--- src/rtl/fp_pkg.sv ---
// Shared constants, state encoding and result packing for the FP add/normalize stage.
package fp_pkg;

  localparam int EXP_W_DEF  = 8;
  localparam int MANT_W_DEF = 24;
  localparam int FP_BIAS    = 127;
  localparam int INF_EXP    = 255;

  typedef enum logic [1:0] {
    IDLE = 2'd0,
    ADD  = 2'd1,
    NORM = 2'd2,
    DONE = 2'd3
  } state_t;

  function automatic logic [31:0] pack_fp(input logic s, input logic [7:0] e, input logic [22:0] m);
    return {s, e, m};
  endfunction

endpackage

--- src/rtl/fp_add_normalize_if.sv ---
// Operand/result bundle between the alignment stage, this block and its consumer.
interface fp_add_normalize_if
  import fp_pkg::*;
#(
  parameter int EXP_W  = EXP_W_DEF,
  parameter int MANT_W = MANT_W_DEF
);
  // Both sides use valid/ready: a transfer happens on a rising clock edge where
  // valid and ready are both 1; the sender holds its payload until then.
  logic              inValid;
  logic              inReady;
  logic              signA;
  logic              signB;
  logic [EXP_W-1:0]  exponentIn;
  logic [MANT_W-1:0] alignedMantissaA;
  logic [MANT_W-1:0] alignedMantissaB;
  logic              outValid;
  logic              outReady;
  logic [31:0]       result;

  modport master (
    output inValid, signA, signB, exponentIn, alignedMantissaA, alignedMantissaB, outReady,
    input  inReady, outValid, result
  );

  modport slave (
    input  inValid, signA, signB, exponentIn, alignedMantissaA, alignedMantissaB, outReady,
    output inReady, outValid, result
  );
endinterface

--- src/rtl/fp_lzc.sv ---
// Leading-zero count of a 24-bit mantissa; an all-zero input reports 24.
module fp_lzc (
  input  logic [23:0] val_i,
  output logic [4:0]  count_o
);
  always_comb begin
    count_o = 5'd24;
    for (int i = 0; i < 24; i++) begin
      if (val_i[i]) count_o = 5'(23 - i);
    end
  end
endmodule

--- src/rtl/fp_add_normalize.sv ---
// Signed add of aligned mantissas, then normalize and pack to IEEE-754 single (truncating).
// FAST_NORM_EN: normalize left in a single cycle via fp_lzc instead of one bit per cycle.
module fp_add_normalize
  import fp_pkg::*;
#(
  parameter int EXP_W  = EXP_W_DEF,
  parameter int MANT_W = MANT_W_DEF
) (
  input  logic               clk,
  input  logic               reset,
  fp_add_normalize_if.slave  bus,
  output state_t             dbg_state_o
);
  state_t            state_q, state_d;
  logic              sa_q, sa_d, sb_q, sb_d, sign_q, sign_d;
  logic [EXP_W-1:0]  exp_q, exp_d;
  logic [MANT_W-1:0] a_q, a_d, b_q, b_d;
  logic [MANT_W:0]   sum_q, sum_d;
  logic [31:0]       result_q, result_d;
  logic [EXP_W-1:0]  exp_inc, exp_dec;

  assign exp_inc = exp_q + EXP_W'(1);
  assign exp_dec = exp_q - EXP_W'(1);

`ifdef FAST_NORM_EN
  logic [4:0]        lzc_cnt;
  logic [MANT_W:0]   sum_fast;
  logic [EXP_W-1:0]  exp_fast;

  fp_lzc u_lzc (.val_i(sum_q[MANT_W-1:0]), .count_o(lzc_cnt));
  assign sum_fast = sum_q << lzc_cnt;
  assign exp_fast = exp_q - EXP_W'(lzc_cnt);
`endif

  always_ff @(posedge clk or posedge reset) begin
    if (reset) begin
      state_q  <= IDLE;
      sa_q     <= 1'b0;
      sb_q     <= 1'b0;
      sign_q   <= 1'b0;
      exp_q    <= '0;
      a_q      <= '0;
      b_q      <= '0;
      sum_q    <= '0;
      result_q <= '0;
    end else begin
      state_q  <= state_d;
      sa_q     <= sa_d;
      sb_q     <= sb_d;
      sign_q   <= sign_d;
      exp_q    <= exp_d;
      a_q      <= a_d;
      b_q      <= b_d;
      sum_q    <= sum_d;
      result_q <= result_d;
    end
  end

  always_comb begin
    state_d  = state_q;
    sa_d     = sa_q;
    sb_d     = sb_q;
    sign_d   = sign_q;
    exp_d    = exp_q;
    a_d      = a_q;
    b_d      = b_q;
    sum_d    = sum_q;
    result_d = result_q;
    case (state_q)
      IDLE: begin
        if (bus.inValid) begin
          sa_d    = bus.signA;
          sb_d    = bus.signB;
          exp_d   = bus.exponentIn;
          a_d     = bus.alignedMantissaA;
          b_d     = bus.alignedMantissaB;
          state_d = ADD;
        end
      end
      ADD: begin
        state_d = NORM;
        if (sa_q == sb_q) begin
          sum_d  = {1'b0, a_q} + {1'b0, b_q};
          sign_d = sa_q;
        end else if (a_q > b_q) begin
          sum_d  = {1'b0, a_q - b_q};
          sign_d = sa_q;
        end else if (b_q > a_q) begin
          sum_d  = {1'b0, b_q - a_q};
          sign_d = sb_q;
        end else begin
          // Exact cancellation is always +0, independent of operand signs.
          sum_d    = '0;
          sign_d   = 1'b0;
          result_d = '0;
          state_d  = DONE;
        end
      end
      NORM: begin
        if (sum_q[MANT_W]) begin
          sum_d   = sum_q >> 1;
          exp_d   = exp_inc;
          state_d = DONE;
          if (exp_inc == EXP_W'(INF_EXP)) result_d = pack_fp(sign_q, 8'(INF_EXP), 23'd0);
          else                            result_d = pack_fp(sign_q, exp_inc[7:0], sum_q[MANT_W-1 -: 23]);
        end else if (sum_q[MANT_W-1]) begin
          result_d = pack_fp(sign_q, exp_q[7:0], sum_q[MANT_W-2 -: 23]);
          state_d  = DONE;
        end else begin
`ifdef FAST_NORM_EN
          state_d = DONE;
          if (EXP_W'(lzc_cnt) >= exp_q) begin
            sum_d    = '0;
            exp_d    = '0;
            result_d = pack_fp(sign_q, 8'd0, 23'd0);
          end else begin
            sum_d    = sum_fast;
            exp_d    = exp_fast;
            result_d = pack_fp(sign_q, exp_fast[7:0], sum_fast[MANT_W-2 -: 23]);
          end
`else
          // A shift that would drive the exponent to 0 underflows: flush instead.
          if (exp_q <= EXP_W'(1)) begin
            sum_d    = '0;
            exp_d    = '0;
            result_d = pack_fp(sign_q, 8'd0, 23'd0);
            state_d  = DONE;
          end else begin
            sum_d = sum_q << 1;
            exp_d = exp_dec;
          end
`endif
        end
      end
      DONE: begin
        if (bus.outReady) state_d = IDLE;
      end
      default: state_d = IDLE;
    endcase
  end

  assign bus.inReady  = (state_q == IDLE);
  assign bus.outValid = (state_q == DONE);
  assign bus.result   = result_q;
  assign dbg_state_o  = state_q;

endmodule

--- src/flat_wrapper.sv ---
// flat-port wrapper written by rule: the top's interface ports become plain ports
module fp_add_normalize_flat import fp_pkg::*;
#(
  parameter int EXP_W  = EXP_W_DEF,
  parameter int MANT_W = MANT_W_DEF
)
  (clk, reset, dbg_state_o, bus_inValid, bus_signA, bus_signB, bus_exponentIn, bus_alignedMantissaA, bus_alignedMantissaB, bus_outReady, bus_inReady, bus_outValid, bus_result);
  fp_add_normalize_if #(.EXP_W(EXP_W), .MANT_W(MANT_W)) bus_i ();
  input  logic clk;
  input  logic reset;
  output state_t dbg_state_o;
  input wire logic [$bits(bus_i.inValid)-1:0] bus_inValid;
  input wire logic [$bits(bus_i.signA)-1:0] bus_signA;
  input wire logic [$bits(bus_i.signB)-1:0] bus_signB;
  input wire logic [$bits(bus_i.exponentIn)-1:0] bus_exponentIn;
  input wire logic [$bits(bus_i.alignedMantissaA)-1:0] bus_alignedMantissaA;
  input wire logic [$bits(bus_i.alignedMantissaB)-1:0] bus_alignedMantissaB;
  input wire logic [$bits(bus_i.outReady)-1:0] bus_outReady;
  output wire logic [$bits(bus_i.inReady)-1:0] bus_inReady;
  output wire logic [$bits(bus_i.outValid)-1:0] bus_outValid;
  output wire logic [$bits(bus_i.result)-1:0] bus_result;
  assign bus_i.inValid = bus_inValid;
  assign bus_i.signA = bus_signA;
  assign bus_i.signB = bus_signB;
  assign bus_i.exponentIn = bus_exponentIn;
  assign bus_i.alignedMantissaA = bus_alignedMantissaA;
  assign bus_i.alignedMantissaB = bus_alignedMantissaB;
  assign bus_i.outReady = bus_outReady;
  assign bus_inReady = bus_i.inReady;
  assign bus_outValid = bus_i.outValid;
  assign bus_result = bus_i.result;
  fp_add_normalize #(.EXP_W(EXP_W), .MANT_W(MANT_W)) u_core (.clk(clk), .reset(reset), .bus(bus_i), .dbg_state_o(dbg_state_o));
endmodule
--- config.mk ---
export PLATFORM = sky130hd
export DESIGN_NAME = fp_add_normalize_flat
export DESIGN_NICKNAME = d
export VERILOG_FILES = /design/src/rtl/fp_pkg.sv /design/src/rtl/fp_add_normalize_if.sv /design/src/rtl/fp_lzc.sv /design/src/rtl/fp_add_normalize.sv /design/src/flat_wrapper.sv
export SDC_FILE = /design/constraint.sdc
export NUM_CORES = 1
export LEC_CHECK = 0
export BUFFER_PORTS_ARGS = -buffer_cell sky130_fd_sc_hd__buf_2
export CORE_ASPECT_RATIO = 0.6
export CORE_MARGIN = 2
export CORE_UTILIZATION = 42
export CTS_CLUSTER_SIZE = 25
export DETAILED_ROUTE_END_ITERATION = 7
export GPL_ROUTABILITY_DRIVEN = 0
export PLACE_DENSITY = 0.62
export SETUP_SLACK_MARGIN = 0.15
export SYNTH_ARGS = -nofsm -noshare
export SYNTH_HDL_FRONTEND = slang
export SYNTH_HIERARCHICAL = 1
export SYNTH_SLANG_ARGS = --single-unit
--- constraint.sdc ---
create_clock -name clk -period 4.5 [get_ports clk]
set_input_delay 0.225 -clock clk [delete_from_list [all_inputs] [get_ports clk]]
set_output_delay 0.225 -clock clk [all_outputs]
set_load 0.005 [all_outputs]
* After elaboration in Yosys (flattened, before gate mapping)
Cells that the tools add are included.
Storage, ports and cells: bits in registers 118, input bits 62, output and inout bits 36, logic and storage cells 70
Operators by class: $add $sub $neg 5, magnitude comparators 3, equality and inequality tests 12, multiplexer cells 32, reduce and logical (&&, ||, !) cells 8
Operators with widths (count):
- two-way mux 32 bit | 6
- two-way mux 25 bit | 4
- case mux 32 bit (2 select lines) | 1
- case mux 25 bit (2 select lines) | 1
- > comparator 24 bit | 2
- two-way mux 24 bit | 2
- subtractor 24 bit | 2
- two-way mux 8 bit | 4
- two-way mux 31 bit | 1
- adder 24 x 24 -> 25 bit | 1
- case mux 8 bit (2 select lines) | 1
- two-way mux 2 bit | 7
- != test 2 bit (second input constant) | 5
- adder 8 x 1 -> 8 bit (second input constant) | 1
- == test 8 bit (second input constant) | 1
- less-or-equal comparator 8 x 1 -> 1 bit (second input constant) | 1
- case mux 2 bit (4 select lines) | 1
- subtractor 8 x 1 -> 8 bit (second input constant) | 1
- AND reduction 3 bit | 2
- AND reduction 5 bit | 1
- == test 2 bit (second input constant) | 2
- two-way mux 1 bit | 4
- != test 4 x 1 -> 1 bit (second input constant) | 1
- AND reduction 2 bit | 2
- 5 further kinds | 6

* Longest topological paths before layout
word-level depth 5, depth in mapped cells 14, depth with buffers taken out 13

* Worst setup path before layout
Ideal clock, no wire load.
kind reg-to-reg, start point register u_core.a_q[3], end point register u_core.result_q[0], in the netlist u_core/bus.result[0], arrival time 3.029 ns, setup slack 1.345 ns, stages on the path, launching flop included 14, clock period less this slack 3.155 ns, cell sequence dfrtp_1 > inv_1 > ha_1 > buf_6 > a21oi_4 > o21ai_2 > a221o_1 > a211o_1 > or3_4 > a21oi_4 > mux2i_2 > nor2_8 > buf_12 > mux2_4
On the way: cells in the longest elaborated chain, start to end 3, elaborated cells between the ends (all ways) 5, classes of those cells order compare: 2; eq/ne: 2; reduce/logical: 1
RTL lines:
- start, declared | RTL line fp_add_normalize.sv:17 | logic [MANT_W-1:0] a_q, a_d, b_q, b_d;
- start signal, assigned | RTL line fp_add_normalize.sv:42 | a_q <= '0;
- start signal, assigned | RTL line fp_add_normalize.sv:52 | a_q <= a_d;
- > comparator 24 bit (on tied branches) | RTL line fp_add_normalize.sv:85, fp_add_normalize.sv:88
- != test 2 bit (no line)
- AND reduction 5 bit (no line) *
- end signal, assigned | RTL line fp_add_normalize.sv:55 | result_q <= result_d;
- end, declared | RTL line fp_add_normalize.sv:19 | logic [31:0] result_q, result_d;
Every way passes the cells marked *; elsewhere a longest branch is shown, timed or not. A chain may end at the register's enable or synchronous reset.

* Worst setup path after layout
start point register u_core.a_q[5], end point register u_core.result_q[12], in the netlist u_core/bus.result[12]
The elaborated chain is that of the path after synthesis.

==> impl_metrics.yaml <==
timing:
  clock.fmax_ghz: 0.269
  final_hold_viol_count: 0
  fin_skew_ps: 12.7
  rsz0062_at_grt: "false"
  maxSlewHeadroom_pct: 37.1
  tns_ps: 0
  report.final.slew_viol_count: 0
  period_minus_slack_ps: 3720
  setup_viol: 0
  hold_slack_ps: 23.4
  worst_pin_slew_ps: 944
  min_period_over_period_pct: 82.7
setup_path:
  startpoint: "u_core/a_q[5]$_DFFE_PP0P_"
  crit_path_start_kind: "flip-flop"
  cp_cell_sequence: "inv_1, ha_1, a21oi_1, o21ai_0, a221o_1, a211o_1, or3_4, a21oi_4, mux2i_2, nor2_8, buf_12, mux2_1"
  r2r-end: "u_core/bus.result[12]$_DFFE_PP0P_"
  cpLargestDelayFamily: "compound AO/OA/AOI/OAI gates"
  cp.required_ps: 4810
  crit_path_end_kind: "flip-flop"
  max_stage_delay_ps: 470
  worstSetupEndpoint: "u_core/bus.result[12]$_DFFE_PP0P_"
  cp_max_fo: 32
  crit_cells: 12
  crit_type: "flip-flop to flip-flop"
  rr_startpoint: "u_core/a_q[5]$_DFFE_PP0P_"
  reg2reg_depth: 12
  cp.buffers_inverters: 2
  critPathSlowestCell: "a221o_1"
  arrival_ps: 4030
  r2r_slack_ps: 780
placed_design:
  hpwl_mm: 20.8
  portBuffers: 97
finish:
  final_cell_mix: "dfrtp_1 (118), buf_2 (97), inv_1 (89)"
  n_antenna_cell: 0
  layout-drive-gt1-share_pct: 21.3
  area_growth_pct: 14.1
  nets: 1302
  layout_commonest_cell: "dfrtp_1"
  final_util_pct: 48.4
die:
  start_util_pct: 42.4
  die_w_um: 200
  io_pins: 98
  core_sq_um: 22900
  dieArea_sq_um: 24400
  placementRows: 43
  die_h_um: 122
drt:
  first_pass_iters: 8
  wl_met3_mm: 2.27
  viasPerCell: 5.92
  drtAntennaViolNets: 0
  top_layer: "met4"
  wl_met1_mm: 13.6
  dr_wl_met2_mm: 11.5
  drc: 3
  wl_per_cell_um: 18.6
  drt-initial-drc-count: 887
  routed_wl_mm: 27.7
  vias: 8788
global_route:
  antenna_found_initial: 0
  grt_overflow_total: 0
  grt_max_degree: 79
  grt_pass1_wl_mm: 44.5
  grt_pass1_vias: 8213
  grtUsageTotal_pct: 22.8
cts:
  clk_pin_slew_ps: 60
  cts_tree: "yes"
  cts.path.max_buffers: 2
  cts_root_buf: "clkbuf_16"
  insertion_delay_ps: 430
  cts-buffers-inserted: 17
  htree_levels: 4
  numClockSinks: 118
min_path:
  min_path_type: "input port to flip-flop"
logic_synthesis:
  ys_seq_area_share_pct: 30.4
  yosysWarnings: 6
  synth_cell_types: 79
  syn_avg_cell_area_sq_um: 8.95
  synthCells: 1086
  synth_edf_count: 0
  ys_seq_elements: 118
  ys_dominant_reg_cell: "dfrtp_1"
  syn-cell-area_sq_um: 9720
  ys_async_sr_fraction_pct: 100
  synth_nets: 1231
outcome:
  status: "finished with violations"
  violations: "DRC"
flow_run:
  drv_cap: 0
-- worst min path at each step --
stage,to,cells after the start,slack (ps),start
6_report,u_core/b_q[22]$_DFFE_PP0P_,2,20,bus_alignedMantissaB[22]
5_1_grt,u_core/a_q[2]$_DFFE_PP0P_,2,10,bus_alignedMantissaA[2]
4_1_cts,u_core/b_q[2]$_DFFE_PP0P_,2,3,bus_alignedMantissaB[2]
3_5_place_dp,u_core/b_q[23]$_DFFE_PP0P_,2,310,reset
3_3_place_gp,u_core/sb_q$_DFFE_PP0P_,2,310,reset
2_1_floorplan,u_core/a_q[0]$_DFFE_PP0P_,1,380,bus_alignedMantissaA[0]
-- routing by layer --
| metal | vias up | global-route usage, % |
|---|---|---|
| li1 | 4135 | - |
| met5 | - | 0 |
| met4 | 0 | 5.23 |
| met1 | 4282 | 35.0 |
| met3 | 28 | 5.32 |
| met2 | 343 | 32.0 |
-- state kept, by name (all words and copies together) (netlist names) --
| name | flops |
|---|---|
| u_core/bus.result | 32 |
| u_core/sum_q | 25 |
| u_core/a_q | 24 |
| u_core/b_q | 24 |
| u_core/exp_q | 8 |
| u_core/dbg_state_o | 2 |
| u_core/sa_q | 1 |
| u_core/sb_q | 1 |
| u_core/sign_q | 1 |
-- Yosys cell counts (all sizes together) (3+ instances only) --
cell type  instances  area share (%)
dfrtp            118              30
inv               92             3.6
a21oi             87             4.7
ha                80              10
mux2              78              10
nor2              74             3.0
nand2             67             2.6
o21ai             63             3.3
clkbuf            45             1.7
a22o              23             2.1
buf               23             1.6
xnor2             23             2.1
nor3              21             1.1
nand3             20             1.0
o31ai             18             1.4
a222oi            16             1.6
o221ai            15             1.4
a31oi             14            0.90
a221o             13             1.3
a21o              12            0.93
a221oi            11            0.99
nand2b            11            0.71
o21bai            11            0.85
a211oi            10            0.77
o211ai            10            0.77
o22ai             10            0.64
o21a               9            0.69
xor2               8            0.72
mux2i              7            0.76
nand4              7            0.45
nor2b              7            0.45
nor4               7            0.45
or2                7            0.45
and2               6            0.39
o31a               6            0.54
a22oi              5            0.39
or3                5            0.37
a2111oi            3            0.27
a211o              3            0.27
and3               3            0.19
fa                 3            0.62
o211a              3            0.31
o21ba              3            0.31
o311ai             3            0.27
-- kinds of logic after synthesis --
kind of cell    share of synthesized area [%]
compound gates                           26.1
xor+xnor                                 2.79
fa+ha+maj                                10.9
buf+inv                                  6.96
flops                                    30.4
mux                                      10.8
simple gates                             12.0
-- worst reg2reg max path: stages (launching register included) --
cell and delay (ps):
dfrtp_1 390, inv_1 60, ha_1 450, a21oi_1 180, o21ai_0 170, a221o_1 470, a211o_1 370, or3_4 410
a21oi_4 180, mux2i_2 140, nor2_8 160, buf_12 250, mux2_1 370
-- metrics by stage --
step | cell area [sq um] | setup WS, ps | cells
after CTS | 11100 | 811 | 1485
after global placement | 10500 | 920 | 1450
after global routing | 11100 | 509 | 1485
after detailed placement | 10500 | 823 | 1450
final | 11100 | 780 | 1485
after floorplan | 9720 | 1150 | 1086
-- repair_timing --
item | in CTS | in global routing
resized for setup | 0 | 0
hold buffers | 3 | 0
hold endpoints to repair | 42 | 0
setup buffers | 0 | 0
-- area by class of cell --
| class | count | area (sq um) |
|---|---|---|
| fillers | 2246 | 11800 |
| multi-input cells | 807 | 6110 |
| clock inverters | 14 | 168 |
| inverters | 93 | 352 |
| well taps | 315 | 394 |
| repair buffers | 120 | 691 |
| flip-flops and latches | 118 | 2950 |
| clock buffers | 18 | 429 |
Power is left out: the tool's default activity adds up to more than one toggle a clock period on the data nets, which glitch-free logic cannot reach.
